## config.mk

```make
export PLATFORM = sky130hd
export DESIGN_NAME = mem_request_sequencer_flat
export DESIGN_NICKNAME = d
export VERILOG_FILES = /design/src/rtl/mem_request_sequencer_if.sv /design/src/rtl/mem_request_sequencer.sv /design/src/flat_wrapper.sv
export SDC_FILE = /design/constraint.sdc
export NUM_CORES = 1
export LEC_CHECK = 0
export ABC_AREA = 1
export CAP_MARGIN = 20
export CORE_MARGIN = 1.5
export CORE_UTILIZATION = 23
export DETAILED_ROUTE_END_ITERATION = 12
export SYNTH_ARGS = -nofsm -noshare
export SYNTH_HDL_FRONTEND = slang
export SYNTH_SLANG_ARGS = --single-unit
```

## constraint.sdc

```tcl
create_clock -name clk -period 5.7 [get_ports clk]
set_input_delay 0.855 -clock clk [delete_from_list [all_inputs] [get_ports clk]]
set_output_delay 0.855 -clock clk [all_outputs]
set_load 0.01 [all_outputs]
```

## src/rtl/mem_request_sequencer_if.sv

```systemverilog
// ----------------------------------------------------------------------------
// mem_request_sequencer_if
// Bundles the three handshake ports of the memory request sequencer:
//   - core request port   (req_*, valid/ready)
//   - core response port  (rsp_*, valid/ready)
//   - memory command port (mem_*, en/ready)
// The slave modport is the sequencer's view. The master modport is the
// surroundings' view: the core plus the memory unit.
// ----------------------------------------------------------------------------
interface mem_request_sequencer_if #(
   parameter int WORDSIZE          = 8,
   parameter int MEMORY_ADDR_WIDTH = 8
);

   // Core request port
   logic                         req_valid;
   logic                         req_ready;
   logic                         req_op;
   logic [MEMORY_ADDR_WIDTH-1:0] req_addr;
   logic [WORDSIZE-1:0]          req_wdata;

   // Core response port
   logic                         rsp_valid;
   logic                         rsp_ready;
   logic                         rsp_op;
   logic [WORDSIZE-1:0]          rsp_rdata;
   logic                         rsp_err;

   // Memory unit command port
   logic                         mem_en;
   logic                         mem_op;
   logic [MEMORY_ADDR_WIDTH-1:0] mem_addr;
   logic [WORDSIZE-1:0]          mem_datain;
   logic [WORDSIZE-1:0]          mem_dataout;
   logic                         mem_ready;

   modport slave (
      input  req_valid, req_op, req_addr, req_wdata,
      output req_ready,
      output rsp_valid, rsp_op, rsp_rdata, rsp_err,
      input  rsp_ready,
      output mem_en, mem_op, mem_addr, mem_datain,
      input  mem_dataout, mem_ready
   );

   modport master (
      output req_valid, req_op, req_addr, req_wdata,
      input  req_ready,
      input  rsp_valid, rsp_op, rsp_rdata, rsp_err,
      output rsp_ready,
      input  mem_en, mem_op, mem_addr, mem_datain,
      output mem_dataout, mem_ready
   );

endinterface

```

## src/rtl/mem_request_sequencer.sv

```systemverilog
// ----------------------------------------------------------------------------
// mem_request_sequencer
// Front-end for the 8-bit x 256-word memory unit. Core requests are queued in
// a small FIFO. They go to the memory one at a time: the sequencer issues a
// command, waits for mem_ready, and returns one in-order response per request.
// Each command cycle runs IDLE -> WAIT -> RESP -> GAP. The GAP state
// guarantees that mem_en is low for at least one cycle between commands.
//
// Build option:
//   MEM_TIMEOUT_EN - when defined, a watchdog aborts a command that sees no
//                    mem_ready within TIMEOUT_CYCLES cycles of WAIT. The
//                    aborted request answers with rsp_err=1 and rsp_rdata=0.
//                    When undefined, WAIT lasts until mem_ready and rsp_err
//                    is tied to 0.
// ----------------------------------------------------------------------------
module mem_request_sequencer #(
   parameter int WORDSIZE          = 8,
   parameter int MEMORY_ADDR_WIDTH = 8,
   parameter int FIFO_DEPTH        = 4,
   parameter int TIMEOUT_CYCLES    = 16
) (
   input  logic                        clk,
   input  logic                        reset_n,
   mem_request_sequencer_if.slave      bus,
   output logic                        busy,
   output logic [$clog2(FIFO_DEPTH):0] fifo_count
);

   localparam int PTR_W = $clog2(FIFO_DEPTH);
   localparam int CNT_W = PTR_W + 1;

   // Elaboration-time sanity checks on the configuration
   if (FIFO_DEPTH < 2 || (FIFO_DEPTH & (FIFO_DEPTH - 1)) != 0) begin : g_bad_depth
      $error("mem_request_sequencer: FIFO_DEPTH must be a power of two >= 2");
   end
   if (TIMEOUT_CYCLES < 1) begin : g_bad_timeout
      $error("mem_request_sequencer: TIMEOUT_CYCLES must be >= 1");
   end

   // One queued or in-flight command
   typedef struct packed {
      logic                         op;
      logic [MEMORY_ADDR_WIDTH-1:0] addr;
      logic [WORDSIZE-1:0]          data;
   } cmd_t;

   typedef enum logic [1:0] {
      ST_IDLE = 2'd0,
      ST_WAIT = 2'd1,
      ST_RESP = 2'd2,
      ST_GAP  = 2'd3
   } state_t;

   // -------------------------------------------------------------------------
   // Request FIFO
   // -------------------------------------------------------------------------
   cmd_t             fifo_mem [FIFO_DEPTH];
   logic [PTR_W-1:0] wr_ptr_q, wr_ptr_d;
   logic [PTR_W-1:0] rd_ptr_q, rd_ptr_d;
   logic [CNT_W-1:0] count_q,  count_d;
   logic             full, empty, push, pop;
   cmd_t             head;

   // FSM and command/response registers
   state_t              state_q,     state_d;
   cmd_t                cmd_q,       cmd_d;
   logic                mem_en_q,    mem_en_d;
   logic                rsp_valid_q, rsp_valid_d;
   logic                rsp_op_q,    rsp_op_d;
   logic [WORDSIZE-1:0] rsp_rdata_q, rsp_rdata_d;

`ifdef MEM_TIMEOUT_EN
   localparam int TMR_W = $clog2(TIMEOUT_CYCLES + 1);
   logic [TMR_W-1:0] timer_q, timer_d;
   logic             rsp_err_q, rsp_err_d;
`endif

   assign full  = (count_q == CNT_W'(FIFO_DEPTH));
   assign empty = (count_q == '0);
   assign head  = fifo_mem[rd_ptr_q];

   // The core sees back-pressure whenever the queue is full. It also sees it
   // while reset is held, so that no request is accepted during reset.
   assign bus.req_ready = reset_n & ~full;
   assign push          = bus.req_valid & bus.req_ready;

   // The only pop point is IDLE. This keeps exactly one command in flight.
   assign pop = (state_q == ST_IDLE) & ~empty;

   // Next-state logic for the FIFO pointers and occupancy
   always_comb begin
      // NOTE: every signal written here gets a default first, so no path leaves it unassigned and no latch is inferred.
      wr_ptr_d = wr_ptr_q;
      rd_ptr_d = rd_ptr_q;
      count_d  = count_q;
      if (push) wr_ptr_d = wr_ptr_q + 1'b1;
      if (pop)  rd_ptr_d = rd_ptr_q + 1'b1;
      case ({push, pop})
         2'b10:   count_d = count_q + 1'b1;
         2'b01:   count_d = count_q - 1'b1;
         default: count_d = count_q;   // idle, or push and pop together
      endcase
   end

   // FIFO pointer and occupancy registers
   always_ff @(posedge clk or negedge reset_n) begin
      if (!reset_n) begin
         // NOTE: state uses non-blocking assignments so that every register samples pre-edge values.
         wr_ptr_q <= '0;
         rd_ptr_q <= '0;
         count_q  <= '0;
      end else begin
         wr_ptr_q <= wr_ptr_d;
         rd_ptr_q <= rd_ptr_d;
         count_q  <= count_d;
      end
   end

   // FIFO storage: a write into the slot the write pointer selects
   always_ff @(posedge clk) begin
      // NOTE: the storage array has no reset. The pointers and count decide which entries are valid, so stale contents are never observed.
      if (push) begin
         fifo_mem[wr_ptr_q] <= cmd_t'{op:   bus.req_op,
                                      addr: bus.req_addr,
                                      data: bus.req_wdata};
      end
   end

   // -------------------------------------------------------------------------
   // Command sequencer FSM
   // -------------------------------------------------------------------------

   // Next state plus command/response register updates
   always_comb begin
      state_d     = state_q;
      cmd_d       = cmd_q;
      mem_en_d    = mem_en_q;
      rsp_valid_d = rsp_valid_q;
      rsp_op_d    = rsp_op_q;
      rsp_rdata_d = rsp_rdata_q;
`ifdef MEM_TIMEOUT_EN
      timer_d     = timer_q;
      rsp_err_d   = rsp_err_q;
`endif

      case (state_q)
         ST_IDLE: begin
            if (!empty) begin
               cmd_d    = head;
               mem_en_d = 1'b1;
               state_d  = ST_WAIT;
`ifdef MEM_TIMEOUT_EN
               timer_d  = '0;
`endif
            end
         end

         ST_WAIT: begin
            // The command stays on mem_* unchanged until it completes.
            // On the expiry cycle, mem_ready takes priority over the watchdog.
            if (bus.mem_ready) begin
               rsp_valid_d = 1'b1;
               rsp_op_d    = cmd_q.op;
               rsp_rdata_d = cmd_q.op ? '0 : bus.mem_dataout;
               mem_en_d    = 1'b0;
               state_d     = ST_RESP;
`ifdef MEM_TIMEOUT_EN
               rsp_err_d   = 1'b0;
            end else if (timer_q == TMR_W'(TIMEOUT_CYCLES - 1)) begin
               rsp_valid_d = 1'b1;
               rsp_op_d    = cmd_q.op;
               rsp_rdata_d = '0;
               rsp_err_d   = 1'b1;
               mem_en_d    = 1'b0;
               state_d     = ST_RESP;
            end else begin
               timer_d     = timer_q + 1'b1;
`endif
            end
         end

         ST_RESP: begin
            // The response holds until the core takes it. No new command is
            // issued in the meantime.
            if (bus.rsp_ready) begin
               rsp_valid_d = 1'b0;
               state_d     = ST_GAP;
            end
         end

         ST_GAP: begin
            // This cycle keeps mem_en low before the next command.
            state_d = ST_IDLE;
         end

         default: state_d = ST_IDLE;
      endcase
   end

   // FSM state plus command/response registers. The async reset discards the
   // in-flight command and drops mem_en immediately.
   always_ff @(posedge clk or negedge reset_n) begin
      if (!reset_n) begin
         state_q     <= ST_IDLE;
         cmd_q       <= '0;
         mem_en_q    <= 1'b0;
         rsp_valid_q <= 1'b0;
         rsp_op_q    <= 1'b0;
         rsp_rdata_q <= '0;
      end else begin
         state_q     <= state_d;
         cmd_q       <= cmd_d;
         mem_en_q    <= mem_en_d;
         rsp_valid_q <= rsp_valid_d;
         rsp_op_q    <= rsp_op_d;
         rsp_rdata_q <= rsp_rdata_d;
      end
   end

`ifdef MEM_TIMEOUT_EN
   // Watchdog counter and abort flag
   always_ff @(posedge clk or negedge reset_n) begin
      if (!reset_n) begin
         timer_q   <= '0;
         rsp_err_q <= 1'b0;
      end else begin
         timer_q   <= timer_d;
         rsp_err_q <= rsp_err_d;
      end
   end

   assign bus.rsp_err = rsp_err_q;
`else
   assign bus.rsp_err = 1'b0;
`endif

   // -------------------------------------------------------------------------
   // Outputs
   // -------------------------------------------------------------------------
   assign bus.mem_en     = mem_en_q;
   assign bus.mem_op     = cmd_q.op;
   assign bus.mem_addr   = cmd_q.addr;
   assign bus.mem_datain = cmd_q.data;

   assign bus.rsp_valid  = rsp_valid_q;
   assign bus.rsp_op     = rsp_op_q;
   assign bus.rsp_rdata  = rsp_rdata_q;

   assign busy       = (state_q != ST_IDLE) | ~empty;
   assign fifo_count = count_q;

endmodule

```

## src/flat_wrapper.sv

```systemverilog
// flat-port wrapper written by rule: the top's interface ports become plain ports
module mem_request_sequencer_flat 
#(
   parameter int WORDSIZE          = 8,
   parameter int MEMORY_ADDR_WIDTH = 8,
   parameter int FIFO_DEPTH        = 4,
   parameter int TIMEOUT_CYCLES    = 16
)
  (clk, reset_n, busy, fifo_count, bus_req_valid, bus_req_op, bus_req_addr, bus_req_wdata, bus_req_ready, bus_rsp_valid, bus_rsp_op, bus_rsp_rdata, bus_rsp_err, bus_rsp_ready, bus_mem_en, bus_mem_op, bus_mem_addr, bus_mem_datain, bus_mem_dataout, bus_mem_ready);
  mem_request_sequencer_if #(.WORDSIZE(WORDSIZE), .MEMORY_ADDR_WIDTH(MEMORY_ADDR_WIDTH)) bus_i ();
  input  logic clk;
  input  logic reset_n;
  output logic busy;
  output logic [$clog2(FIFO_DEPTH):0] fifo_count;
  input wire logic [$bits(bus_i.req_valid)-1:0] bus_req_valid;
  input wire logic [$bits(bus_i.req_op)-1:0] bus_req_op;
  input wire logic [$bits(bus_i.req_addr)-1:0] bus_req_addr;
  input wire logic [$bits(bus_i.req_wdata)-1:0] bus_req_wdata;
  output wire logic [$bits(bus_i.req_ready)-1:0] bus_req_ready;
  output wire logic [$bits(bus_i.rsp_valid)-1:0] bus_rsp_valid;
  output wire logic [$bits(bus_i.rsp_op)-1:0] bus_rsp_op;
  output wire logic [$bits(bus_i.rsp_rdata)-1:0] bus_rsp_rdata;
  output wire logic [$bits(bus_i.rsp_err)-1:0] bus_rsp_err;
  input wire logic [$bits(bus_i.rsp_ready)-1:0] bus_rsp_ready;
  output wire logic [$bits(bus_i.mem_en)-1:0] bus_mem_en;
  output wire logic [$bits(bus_i.mem_op)-1:0] bus_mem_op;
  output wire logic [$bits(bus_i.mem_addr)-1:0] bus_mem_addr;
  output wire logic [$bits(bus_i.mem_datain)-1:0] bus_mem_datain;
  input wire logic [$bits(bus_i.mem_dataout)-1:0] bus_mem_dataout;
  input wire logic [$bits(bus_i.mem_ready)-1:0] bus_mem_ready;
  assign bus_i.req_valid = bus_req_valid;
  assign bus_i.req_op = bus_req_op;
  assign bus_i.req_addr = bus_req_addr;
  assign bus_i.req_wdata = bus_req_wdata;
  assign bus_req_ready = bus_i.req_ready;
  assign bus_rsp_valid = bus_i.rsp_valid;
  assign bus_rsp_op = bus_i.rsp_op;
  assign bus_rsp_rdata = bus_i.rsp_rdata;
  assign bus_rsp_err = bus_i.rsp_err;
  assign bus_i.rsp_ready = bus_rsp_ready;
  assign bus_mem_en = bus_i.mem_en;
  assign bus_mem_op = bus_i.mem_op;
  assign bus_mem_addr = bus_i.mem_addr;
  assign bus_mem_datain = bus_i.mem_datain;
  assign bus_i.mem_dataout = bus_mem_dataout;
  assign bus_i.mem_ready = bus_mem_ready;
  mem_request_sequencer #(.WORDSIZE(WORDSIZE), .MEMORY_ADDR_WIDTH(MEMORY_ADDR_WIDTH), .FIFO_DEPTH(FIFO_DEPTH), .TIMEOUT_CYCLES(TIMEOUT_CYCLES)) u_core (.clk(clk), .reset_n(reset_n), .bus(bus_i), .busy(busy), .fifo_count(fifo_count));
endmodule
```

==> key figures <==
Outcome
  • Status: finished, final reports clean

Layout
  • Core Util, Final: 29.62%
  • Diodes inserted: 0
  • Design Area, Final: approximately 0.0058 mm^2
  • Area Growth Syn to Fin: 25.83%
  • Nets@finish: 553
  • Share of layout cells above drive strength 1: 7.143%
  • Multi-input logic area: 0.001170 mm^2
  • Filler Cells Inserted: 1998
  • FF+latch area: 0.002968 mm^2
  • Fin cells: 783

Synthesis
  • Post-Syn Nets: between 400 and 500
  • Post-synthesis sequential area ratio: 64.35%
  • Number of synthesized flops with an enable pin: 68
  • Synth async-reset ratio: between 30% and 40%
  • Most frequent cells after synthesis: 160 x nand2_1, 83 x inv_1, 68 x edfxtp_1
  • Cell Area, Synth: between 0.004 and 0.005 mm^2
  • Syn Inst Count: around 450
  • #FFs+latches synth: 105
  • Synth warn: 0
  • Synth cell types: 29
  • Main area contributors after synthesis: edfxtp_1 44%, dfrtp_1 20%, nand2_1 13%, inv_1 6.8%, nand3_1 4.0%
  • Post-synth top area share: 44.28%
  • Most common cell in the netlist: nand2_1
  • Largest area contributor in the netlist: edfxtp_1
  • Avg Synthesized Cell Area: just over 10 um^2
  • Primary FF master, synth: edfxtp_1

Timing
  • Worst slew margin: 44.44%
  • Final worst path period need: 3.033 ns
  • Final Worst Setup Slack: 2.667 ns
  • Final hold vios: 0
  • Setup violators final: 0
  • Fin. max-slew vios: 0
  • Tcrit/Tclk final: between 50% and 60%
  • Worst Tran Pin Value: approximately 0.83 ns
  • Total Negative Setup Slacks: 0 ns
  • Unrepaired setup endpoints after global routing: no
  • Peak Freq: 329.7 MHz
  • Clk_skew: 0.006648 ns

CTS
  • Worst-Skew Late Latency: about 0.35 ns
  • H-tree depth: 3
  • Post-CTS resize count: 0
  • Clock buffer depth: 2
  • Root Buffer: clkbuf_16
  • Num CTS Buffers: 9
  • CTS Hold Bufs: 0
  • TritonCTS clock tree: built
  • CTS sink cnt: between 100 and 150
  • Post-CTS Repair Setup Buffers: 0
  • Worst-path clk slew: 0.07 ns

Route
  • Vias per cell: 3.765
  • Post-Route WL: 9.093 mm
  • Drt drc: 0
  • Avg WL per Cell: 11.61 um
  • Initial DRC Count: 160
  • DRT Pass-1 Iters: 5
  • Routed Antenna Nets: 0
  • Via count: 2948

Floorplanning
  • Row count: 51
  • Die ar.: 0.02091 mm^2
  • Initial Util: a little under a quarter
  • I/O pin cnt: 64
  • Die width: about 140 um
  • Core ar.: roughly 0.020 mm^2
  • Die Span Y: 144.6 um

Hold path
  • Worst hold path type: reg2reg
  • Worst Hold End: u_core.bus.mem_addr[0]$_DFFE_PN0P_
  • Hold depth: 2
  • Min-delay src: u_core.bus.mem_addr[0]$_DFFE_PN0P_

Placed design
  • PortBufs: 62
  • Placed Instances: 767
  • RD Place Congestion: 0.7423
  • DP Worst Slack: 2.615 ns
  • DPL Wire Length: between 5 and 6 mm
  • Post-DP Area: roughly 0.0055 mm^2

Power and ir drop
  • Comb power frac: 37.3%
  • Switch share: 35.08%
  • Sequential Power Share: 39.2%
  • Peak VDD IR: 0.1821 mV
  • PwrDens: 495.3 mW/mm^2
  • Clk network pwr share: a little under a quarter
  • Leak: 2.624 nW
  • Internal power: 1.866 mW
  • Switching Power: 1.008 mW

Worst setup path
  • R2r endpoint: u_core.fifo_count[2]$_DFFE_PN0P_
  • Worst-path fanout max: 41
  • Largest stage delay, worst path: 0.56 ns
  • CP Capture Type: output pin
  • Worst reg2reg path depth: 9
  • Cells along the critical path: buf_2 > buf_4 > a21boi_0 > clkdlybuf4s50_1
  • Critical R2R Launch: u_core.state_q[0]$_DFFE_PN0P_
  • Crit path launch: reset_n
  • Critical path startpoint category: primary input
  • Arrival time worst endpoint: roughly 2.2 ns
  • Crit path max-delay cell type: clkdlybuf4s50_1
  • R2r setup slk: 3.50 ns
  • Kind of critical path: in2out
  • Critical Path RT: 4.85 ns

Global route
  • Largest net degree at the start of global routing: 42
  • Number of global-route vias before repair: 2941
  • Antenna violations before repair: 0
  • Global route overflow: 0
  • Overall Global Routing Usage: under 10%
  • Global-route wire length before repair: between 10 and 15 mm

Run
  • Max Cap Violations: 0
## worst max path at each step
stage	end	depth (start not counted)
after floorplan	u_core.fifo_mem[0][0]$_DFFE_PP_	2
after global placement	bus_req_ready	4
after detailed placement	bus_req_ready	4
after CTS	bus_req_ready	4
after global routing	bus_req_ready	4
final	bus_req_ready	4
## sequential cells by signal (all words and copies together), names as in the netlist
register,cells
u_core.fifo_mem,68
u_core.bus.mem_addr,8
u_core.bus.mem_datain,8
u_core.bus.rsp_rdata,8
u_core.fifo_count,3
u_core.rd_ptr_q,2
u_core.state_q,2
u_core.wr_ptr_q,2
u_core.bus.mem_en,1
u_core.bus.mem_op,1
u_core.bus.rsp_op,1
u_core.bus.rsp_valid,1
## critical path, delay by kind of cell
| kind | cells | cell delay (ns) |
|---|---|---|
| buf+inv | 3 | 1.09 |
| compound gates | 1 | 0.23 |
## cells by family (layout without fill, tap and decap cells)
| group | Yosys count | after routing | share of synthesized area (%) |
|---|---|---|---|
| AND/OR/NAND/NOR | 215 | 215 | 19.59 |
| flip-flops | 105 | 105 | 64.35 |
| buffers and inverters | 103 | 172 | 10.28 |
| AO/OA/AOI/OAI | 11 | 11 | 1.899 |
| adder cells (fa/ha/maj) | 10 | 10 | 2.876 |
| XOR/XNOR | 4 | 4 | 0.9226 |
| other | 1 | 1 | 0.08131 |
## routing by layer
layer / global-route usage, % / routed length [um] / vias to the layer above
met5: 0 / 0 / -
met4: 2.499 / 87 / 0
met3: 2.815 / 512 / 9
met2: 15.46 / 4238 / 78
met1: 12.24 / 4256 / 1348
li1: - / - / 1513
## power groups by stage
stage	logic [mW]	clock network, mW	registers [mW]
finish	1.07	0.678	1.13
global route	1.23	0.723	1.15
CTS	1.10	0.699	1.13
detailed placement	1.09	0	1.14
global placement	1.08	0	1.14
floorplan	0.702	0	1.15
## through the flow
| stage | total power [mW] | hold slack [ns] |
|---|---|---|
| after global placement | 2.219 | 0.4551 |
| after CTS | 2.924 | 0.4841 |
| final | 2.874 | 0.4800 |
| after global routing | 3.107 | 0.5089 |
| after detailed placement | 2.231 | 0.4660 |
| after floorplan | 1.856 | 0.4665 |
## final cells by class
cell class	count	share of cell area [%]
flip-flops and latches	105	51.14
multi-input cells	241	20.16
repair buffers	68	11.38
inverters	88	5.821
well taps	265	5.714
clock buffers	10	4.118
clock inverters	6	1.660
## layout by cell type (no fill, tap or decap), types with 7 or more instances in the layout
master	netlist	routed
nand3_1	37	37
clkdlybuf4s50_1	0	61
ha_1	9	9
inv_1	83	83
nor2_1	7	7
a22o_1	8	8
clkbuf_16	0	9
edfxtp_1	68	68
nand2_1	160	160
dfrtp_1	37	37
(Power assumes the default switching activity.)
